## config.mk

```make
export PLATFORM = sky130hd
export DESIGN_NAME = pipe_hazard_ctrl
export DESIGN_NICKNAME = d
export VERILOG_FILES = /design/src/rtl/pipe_hazard_ctrl.sv
export SDC_FILE = /design/constraint.sdc
export NUM_CORES = 1
export LEC_CHECK = 0
export CAP_MARGIN = 20
export CORE_ASPECT_RATIO = 1.25
export CORE_MARGIN = 1
export CORE_UTILIZATION = 43
export CTS_BUF_LIST = sky130_fd_sc_hd__clkbuf_4
export DETAILED_ROUTE_END_ITERATION = 6
export PLACE_DENSITY = 0.88
export SYNTH_ARGS = -nofsm -noshare
export SYNTH_HDL_FRONTEND = slang
export SYNTH_SLANG_ARGS = --single-unit
```

## constraint.sdc

```tcl
create_clock -name clk -period 2.45 [get_ports clk]
set_input_delay 0.245 -clock clk [delete_from_list [all_inputs] [get_ports clk]]
set_output_delay 0.245 -clock clk [all_outputs]
set_load 0.02 [all_outputs]
```

## src/rtl/pipe_hazard_ctrl.sv

```systemverilog
// Stall/flush scheduler for the 5-stage pipeline: load-use, branch redirect, memory busy, halt.
// Optional perf counters are built when PIPE_HAZARD_PERF_EN is defined; otherwise tied to zero.
module pipe_hazard_ctrl #(
    parameter int REG_W       = 3,
    parameter int BOOT_CYCLES = 2,
    parameter int MEM_TIMEOUT = 64,
    parameter int CNT_W       = 16
) (
    input  logic             clk,
    input  logic             rst,
    input  logic [REG_W-1:0] id_rs,
    input  logic [REG_W-1:0] id_rt,
    input  logic             id_use_rs,
    input  logic             id_use_rt,
    input  logic [REG_W-1:0] ex_rd,
    input  logic             ex_memread,
    input  logic             ex_br_taken,
    input  logic             imem_busy,
    input  logic             dmem_busy,
    input  logic             m_halt,
    output logic             pc_hold,
    output logic             hold_fd,
    output logic             hold_de,
    output logic             hold_em,
    output logic             hold_mw,
    output logic             flush_fd,
    output logic             flush_de,
    output logic             halted,
    output logic             err_timeout,
    output logic [CNT_W-1:0] stall_cnt,
    output logic [CNT_W-1:0] flush_cnt
);

    typedef enum logic [1:0] {BOOT, RUN, MEM_WAIT, HALTED} state_t;

    localparam int BW = $clog2(BOOT_CYCLES + 1);
    localparam int WW = $clog2(MEM_TIMEOUT + 1);

    state_t          state_q, state_d;
    logic [BW-1:0]   boot_cnt_q, boot_cnt_d;
    logic [WW-1:0]   wait_cnt_q, wait_cnt_d;
    logic            err_q, err_d;
    logic            load_use;
    logic            hold_fd_raw, hold_de_raw;

    assign load_use = ex_memread &
                      ((id_use_rs & (id_rs == ex_rd)) | (id_use_rt & (id_rt == ex_rd)));

    always_comb begin
        state_d     = state_q;
        boot_cnt_d  = boot_cnt_q;
        wait_cnt_d  = wait_cnt_q;
        err_d       = err_q;
        pc_hold     = 1'b0;
        hold_fd_raw = 1'b0;
        hold_de_raw = 1'b0;
        hold_em     = 1'b0;
        hold_mw     = 1'b0;
        flush_fd    = 1'b0;
        flush_de    = 1'b0;
        halted      = 1'b0;
        case (state_q)
            BOOT: begin
                pc_hold  = 1'b1;
                flush_fd = 1'b1;
                if (boot_cnt_q == BW'(BOOT_CYCLES - 1)) state_d = RUN;
                else                                    boot_cnt_d = boot_cnt_q + 1'b1;
            end
            RUN, MEM_WAIT: begin
                if (dmem_busy) begin
                    pc_hold     = 1'b1;
                    hold_fd_raw = 1'b1;
                    hold_de_raw = 1'b1;
                    hold_em     = 1'b1;
                    hold_mw     = 1'b1;
                    if (state_q == RUN) begin
                        state_d    = MEM_WAIT;
                        wait_cnt_d = WW'(1);
                    end else if (wait_cnt_q + 1'b1 >= WW'(MEM_TIMEOUT)) begin
                        err_d   = 1'b1;
                        state_d = HALTED;
                    end else begin
                        wait_cnt_d = wait_cnt_q + 1'b1;
                    end
                end else begin
                    // A finished memory wait resolves the rest of the priority chain this cycle.
                    state_d = RUN;
                    if (m_halt) begin
                        pc_hold     = 1'b1;
                        hold_fd_raw = 1'b1;
                        hold_de_raw = 1'b1;
                        hold_em     = 1'b1;
                        hold_mw     = 1'b1;
                        state_d     = HALTED;
                    end else if (ex_br_taken) begin
                        flush_fd = 1'b1;
                        flush_de = 1'b1;
                    end else if (load_use) begin
                        pc_hold     = 1'b1;
                        hold_fd_raw = 1'b1;
                        flush_de    = 1'b1;
                    end else if (imem_busy) begin
                        pc_hold  = 1'b1;
                        flush_fd = 1'b1;
                    end
                end
            end
            HALTED: begin
                pc_hold     = 1'b1;
                hold_fd_raw = 1'b1;
                hold_de_raw = 1'b1;
                hold_em     = 1'b1;
                hold_mw     = 1'b1;
                halted      = 1'b1;
            end
        endcase
    end

    // A bubble always overrides recirculation on the same latch.
    assign hold_fd     = hold_fd_raw & ~flush_fd;
    assign hold_de     = hold_de_raw & ~flush_de;
    assign err_timeout = err_q;

    always_ff @(posedge clk or negedge rst) begin
        if (!rst) begin
            state_q    <= BOOT;
            boot_cnt_q <= '0;
            wait_cnt_q <= '0;
            err_q      <= 1'b0;
        end else begin
            state_q    <= state_d;
            boot_cnt_q <= boot_cnt_d;
            wait_cnt_q <= wait_cnt_d;
            err_q      <= err_d;
        end
    end

`ifdef PIPE_HAZARD_PERF_EN
    logic [CNT_W-1:0] stall_cnt_q, stall_cnt_d;
    logic [CNT_W-1:0] flush_cnt_q, flush_cnt_d;

    always_comb begin
        stall_cnt_d = stall_cnt_q;
        flush_cnt_d = flush_cnt_q;
        if (pc_hold && (state_q == RUN || state_q == MEM_WAIT) && stall_cnt_q != '1)
            stall_cnt_d = stall_cnt_q + 1'b1;
        if (flush_de && flush_cnt_q != '1)
            flush_cnt_d = flush_cnt_q + 1'b1;
    end

    always_ff @(posedge clk or negedge rst) begin
        if (!rst) begin
            stall_cnt_q <= '0;
            flush_cnt_q <= '0;
        end else begin
            stall_cnt_q <= stall_cnt_d;
            flush_cnt_q <= flush_cnt_d;
        end
    end

    assign stall_cnt = stall_cnt_q;
    assign flush_cnt = flush_cnt_q;
`else
    assign stall_cnt = '0;
    assign flush_cnt = '0;
`endif

endmodule

```

Word-level counts from Yosys, hierarchy flattened:

Index checks and enable logic that the tools add are counted.

* flip-flop bits (word level): 12
* word-level logic and storage cells: 66

* add/subtract/negate cells: 2
* magnitude comparators: 1
* eq/ne operators: 9
* muxes and demuxes: 32
* bitwise logic cells: 10
* reductions and logical operators: 8

Operator list (number)
* 2-to-1 mux 1 bit: 20
* 2-to-1 mux 7 bit: 2
* 2-to-1 mux 2 bit: 5
* one-hot mux 1 bit (2 select lines): 4
* adder 7 x 1 -> 7 bit (second input constant): 1
* >= comparator 7 bit (second input constant): 1
* == test 3 bit: 2
* AND reduction 3 bit: 2
* AND 1 bit: 5
* == test 2 x 1 -> 1 bit (second input constant): 2
* == test 2 bit (second input constant): 2
* inequality test 2 bit (second input constant): 2
* inequality test 4 bit (second input constant): 1
* NOT 1 bit: 4
* one-hot mux 2 bit (2 select lines): 1
* AND reduction 4 bit: 1
* OR reduction 2 bit: 2
* adder 2 x 1 -> 2 bit (second input constant): 1
* logical NOT 2 bit: 1
* AND reduction 2 bit: 1
* nonzero test 2 bit: 1
* bitwise OR 1 bit: 1

Longest topological paths before layout:

* depth after elaboration: 11
* depth in mapped cells: 7

Worst setup path after synthesis:

Ideal clock, no wire load.

* kind: register -> output
* start point: register state_q[0]
* end point: output port hold_de
* data arrival time: 1.574 ns
* slack: 0.631 ns
* stages on the path, launching flop included: 6
* path through: dfrtp_1 > inv_1 > ha_1 > nor3b_1 > o21a_1 > nor3_1

* word-level cells in the longest chain between the ends: 5

Ends and longest elaborated chain
* start, declared: line 39 `state_t state_q, state_d;`
* start signal, assigned: line 131 `state_q <= state_d;`
* == test 2 x 1 -> 1 bit or == test 2 bit (tied branches): line 62 `case (state_q)`
* OR reduction 2 bit *: line 62
* 2-to-1 mux 1 bit *: line 62
* via flush_de: line 27 `output logic flush_de,`
* NOT 1 bit *: line 121 `assign hold_de = hold_de_raw & ~flush_de;`
* AND 1 bit *: line 121
* end, declared: line 23 `output logic hold_de,`

Mark *: on every way through the listed nets, which the timed path passes. The rest lies on a longest branch.

Worst setup path after layout:

* start point: input port ex_rd[2]
* end point: output port pc_hold

* word-level cells in the longest chain between the ends: 9

Ends and longest elaborated chain
* start, declared: line 15 `input logic [REG_W-1:0] ex_rd,`
* == test 3 bit: line 47 `((id_use_rs & (id_rs == ex_rd)) | (id_use_rt & (id_rt == ex_rd)));`
* AND 1 bit: line 47
* bitwise OR 1 bit *: line 47
* AND 1 bit *: line 46 `assign load_use = ex_memread &`
* 2-to-1 mux 1 bit *: line 98 `end else if (load_use) begin`
* 2-to-1 mux 1 bit *: line 95 `end else if (ex_br_taken) begin`
* 2-to-1 mux 1 bit *: line 88 `if (m_halt) begin`
* 2-to-1 mux 1 bit *: line 70 `if (dmem_busy) begin`
* one-hot mux 1 bit (2 select lines) *: line 62
* end, declared: line 21 `output logic pc_hold,`

Mark *: on every way between the ends. The rest lies on a longest branch, timed or not.

==> impl_metrics.py <==
metrics = {
    "critical_path": {
        "path_class": "in -> out",
        "critPathLaunchType": "input port",
        "worstPathRequired_ps": 2200,
        "arrival_ps": 2070,
        "crit_path_start": "ex_rd[2]",
        "r2r-start": "state_q[0]$_DFFE_PN0P_",
        "rrSetupSlack_ps": 580,
        "end_kind": "output pin",
        "worstSetupEndpoint": "pc_hold",
        "crit_fanout": 4,
        "reg2regPathDepth": 7,
        "r2r-end": "wait_cnt_q[4]$_DFFE_PN0P_",
    },
    "grt": {
        "met3_usage_pct": 3.48,
        "grt_use_total_pct": 16.4,
        "grt_max_degree": 13,
        "overflow": 0,
        "grt_busiest_layer": "met2",
        "antenna_found_initial": 0,
        "grt_util_met2_pct": 28.4,
        "grt_pass1_wl_mm": 3.19,
        "grt_util_met1_pct": 18.1,
        "grt_pass1_vias": 812,
    },
    "floorplanning": {
        "fp.dieH_um": 57.4,
        "start_util_pct": 46.7,
        "dieArea_um2": 2660,
        "die_w_um": 46.3,
        "rows": 19,
        "coreArea_um2": 2260,
        "io_pins": 59,
    },
    "clock_network": {
        "cts_tree": "done",
        "cts_num_sinks": 12,
        "clock_path_buffers": 2,
        "cts-root-buf": "clkbuf_4",
        "clk_latency_ps": 260,
        "htreeDepth": 1,
        "cts-hold-fix-buffers": 0,
        "cts_buffers": 3,
        "cts_setup_buffers": 0,
        "clk_pin_slew_ps": 70,
    },
    "detailed_routing": {
        "vias_per_cell": 4.51,
        "drt-wirelength-per-cell_um": 9.85,
        "ant_nets": 0,
        "first_pass_iters": 4,
        "drcViolationCount": 0,
        "vias": 803,
        "postRouteWirelength_mm": 1.75,
        "drtIter0Drc": 2,
    },
    "run": {
        "maxCapViolCount": 0,
    },
    "timing": {
        "slew_headroom_pct": 65.6,
        "hold_slack_ps": 321,
        "skew_ps": 4.10,
        "setup_tns_ps": 0,
        "setup_violations": 0,
        "fmax_mhz": 431,
        "layout_worst_path_cycle_share_pct": 94.7,
        "min_period_ps": 2320,
        "hold_violations": 0,
        "finalMaxSlewViolations": 0,
        "max_slew.worst_pin.slew_ps": 514,
        "rsz0062_at_grt": "false",
        "worst_slack_ps": 130,
    },
    "cells_and_area": {
        "layout_common_cells": "conb_1 (32), clkdlybuf4s50_1 (20), dfrtp_1 (12), nor2_1 (9), xnor2_1 (7)",
        "syn_to_final_growth_pct": 20.5,
        "layout-drive-gt1-share_pct": 5.44,
        "fillers": 199,
        "stdcell_count": 178,
        "fin_util_pct": 56.3,
        "diodes": 0,
        "nNetsFinal": 171,
        "layout_commonest_cell": "conb_1",
    },
    "pwr": {
        "power.internal_mw": 0.623,
        "netSwitchingFraction_pct": 45.4,
        "clock_power_share_pct": 10.2,
        "comb_power_share_pct": 63.3,
        "pwr-share-seq_pct": 26.6,
        "ir_worst_vdd_mv": 0.619,
        "p_switching_mw": 0.518,
        "power_density_nw_per_um2": 897,
        "p_leak_nw": 0.636,
    },
    "yosys": {
        "synth-edff-count": 0,
        "yosysSeqAreaShare_pct": 28.5,
        "syn_area_um2": 1050,
        "ys_warn_count": 0,
        "ys_ff_latch": 12,
        "synthFlopType": "dfrtp_1",
        "yosysUniqueCellTypes": 35,
        "syn_avg_cell_area_um2": 8.86,
        "synth_cells": 119,
        "synthArstFlopShare_pct": 100,
    },
    "place": {
        "hpwlAfterDp_mm": 1.54,
        "pre_cts_slack_ps": 45.0,
        "gp_congestion": 0.771,
        "dp.cells": 174,
        "numPortBuffers": 26,
    },
    "status": {
        "status": "completed",
    },
    "worst_hold_path": {
        "hp-class": "in -> async",
    },
}
[flip-flops by register name, summed over array words and instances, names as in the netlist]
| signal | cells |
|---|---|
| boot_cnt_q | 2 |
| err_timeout | 1 |
| wait_cnt_q | 7 |
| state_q | 2 |
[worst max-delay path, cell delays in order]
cell             delay (ps)
clkdlybuf4s50_1         520
xnor2_1                 130
nand4_1                 130
a21boi_2                230
nor2_1                   60
o21ai_1                 130
clkdlybuf4s50_1         620
[metrics by stage]
stage / total power [mW] / instance area, um^2
after detailed placement: 1.05 / 1220
after floorplan: 0.831 / 1170
after global routing: 1.24 / 1270
after global placement: 1.02 / 1220
final: 1.14 / 1270
after CTS: 1.16 / 1260
[metal layers]
layer,up-vias,routed length (um)
li1,393,-
met1,351,632
met2,57,950
met3,2,158
met4,0,12
met5,-,0
[power groups by stage]
stage	Clock [mW]	Combinational [mW]	Sequential [mW]
final	0.116	0.722	0.303
after global routing	0.128	0.802	0.310
after global placement	0	0.720	0.299
after CTS	0.123	0.739	0.303
after detailed placement	0	0.740	0.306
after floorplan	0	0.539	0.292
[how the worst min path moves through the flow]
stage | from | end | slack, ps
after CTS | rst | err_timeout$_DFFE_PN0P_ | 330
after global placement | err_timeout$_DFFE_PN0P_ | err_timeout$_DFFE_PN0P_ | 450
after global routing | rst | err_timeout$_DFFE_PN0P_ | 370
after floorplan | rst | boot_cnt_q[0]$_DFFE_PN0P_ | -50
after detailed placement | err_timeout$_DFFE_PN0P_ | err_timeout$_DFFE_PN0P_ | 460
final | rst | wait_cnt_q[0]$_DFFE_PN0P_ | 320
[cell type report]
type / count / area (um^2) / share of cell area [%]
Clock buffer: 3 / 22.5 / 1.77
Multi-Input combinational cell: 101 / 623 / 49.0
Sequential cell: 12 / 300 / 23.6
Clock inverter: 1 / 3.75 / 0.295
Timing Repair Buffer: 26 / 268 / 21.1
Tap cell: 31 / 38.8 / 3.05
Inverter: 4 / 15.0 / 1.18
[logic make-up after synthesis]
| family | share of synthesized area [%] |
|---|---|
| other | 0.356 |
| XOR/XNOR | 9.13 |
| flip-flops | 28.5 |
| adder cells (fa/ha/maj) | 5.93 |
| buffers and inverters | 24.9 |
| AO/OA/AOI/OAI | 10.8 |
| multiplexers | 3.20 |
| AND/OR/NAND/NOR | 17.2 |
[timing repair]
action                                  4_1_cts  5_1_grt
endpoints found under the setup margin        4        5
pin swaps                                     0        0
gates resized for setup                       4        5
[cells in the mapped netlist (2+ instances only)]
cell	number	area [um^2]
nor2b_1	2	12.5
buf_4	33	248
nand2_1	4	15.0
a21oi_1	3	15.0
nand4_1	2	12.5
and2_1	2	12.5
nand3_1	5	25.0
inv_1	4	15.0
ha_1	5	62.6
xor2_1	4	35.0
nor2_1	9	33.8
o21ai_0	2	10.0
xnor2_1	7	61.3
nor3_1	2	10.0
o21ai_1	2	10.0
and3_1	2	12.5
o21a_1	2	15.0
dfrtp_1	12	300
(Power assumes the default switching activity.)
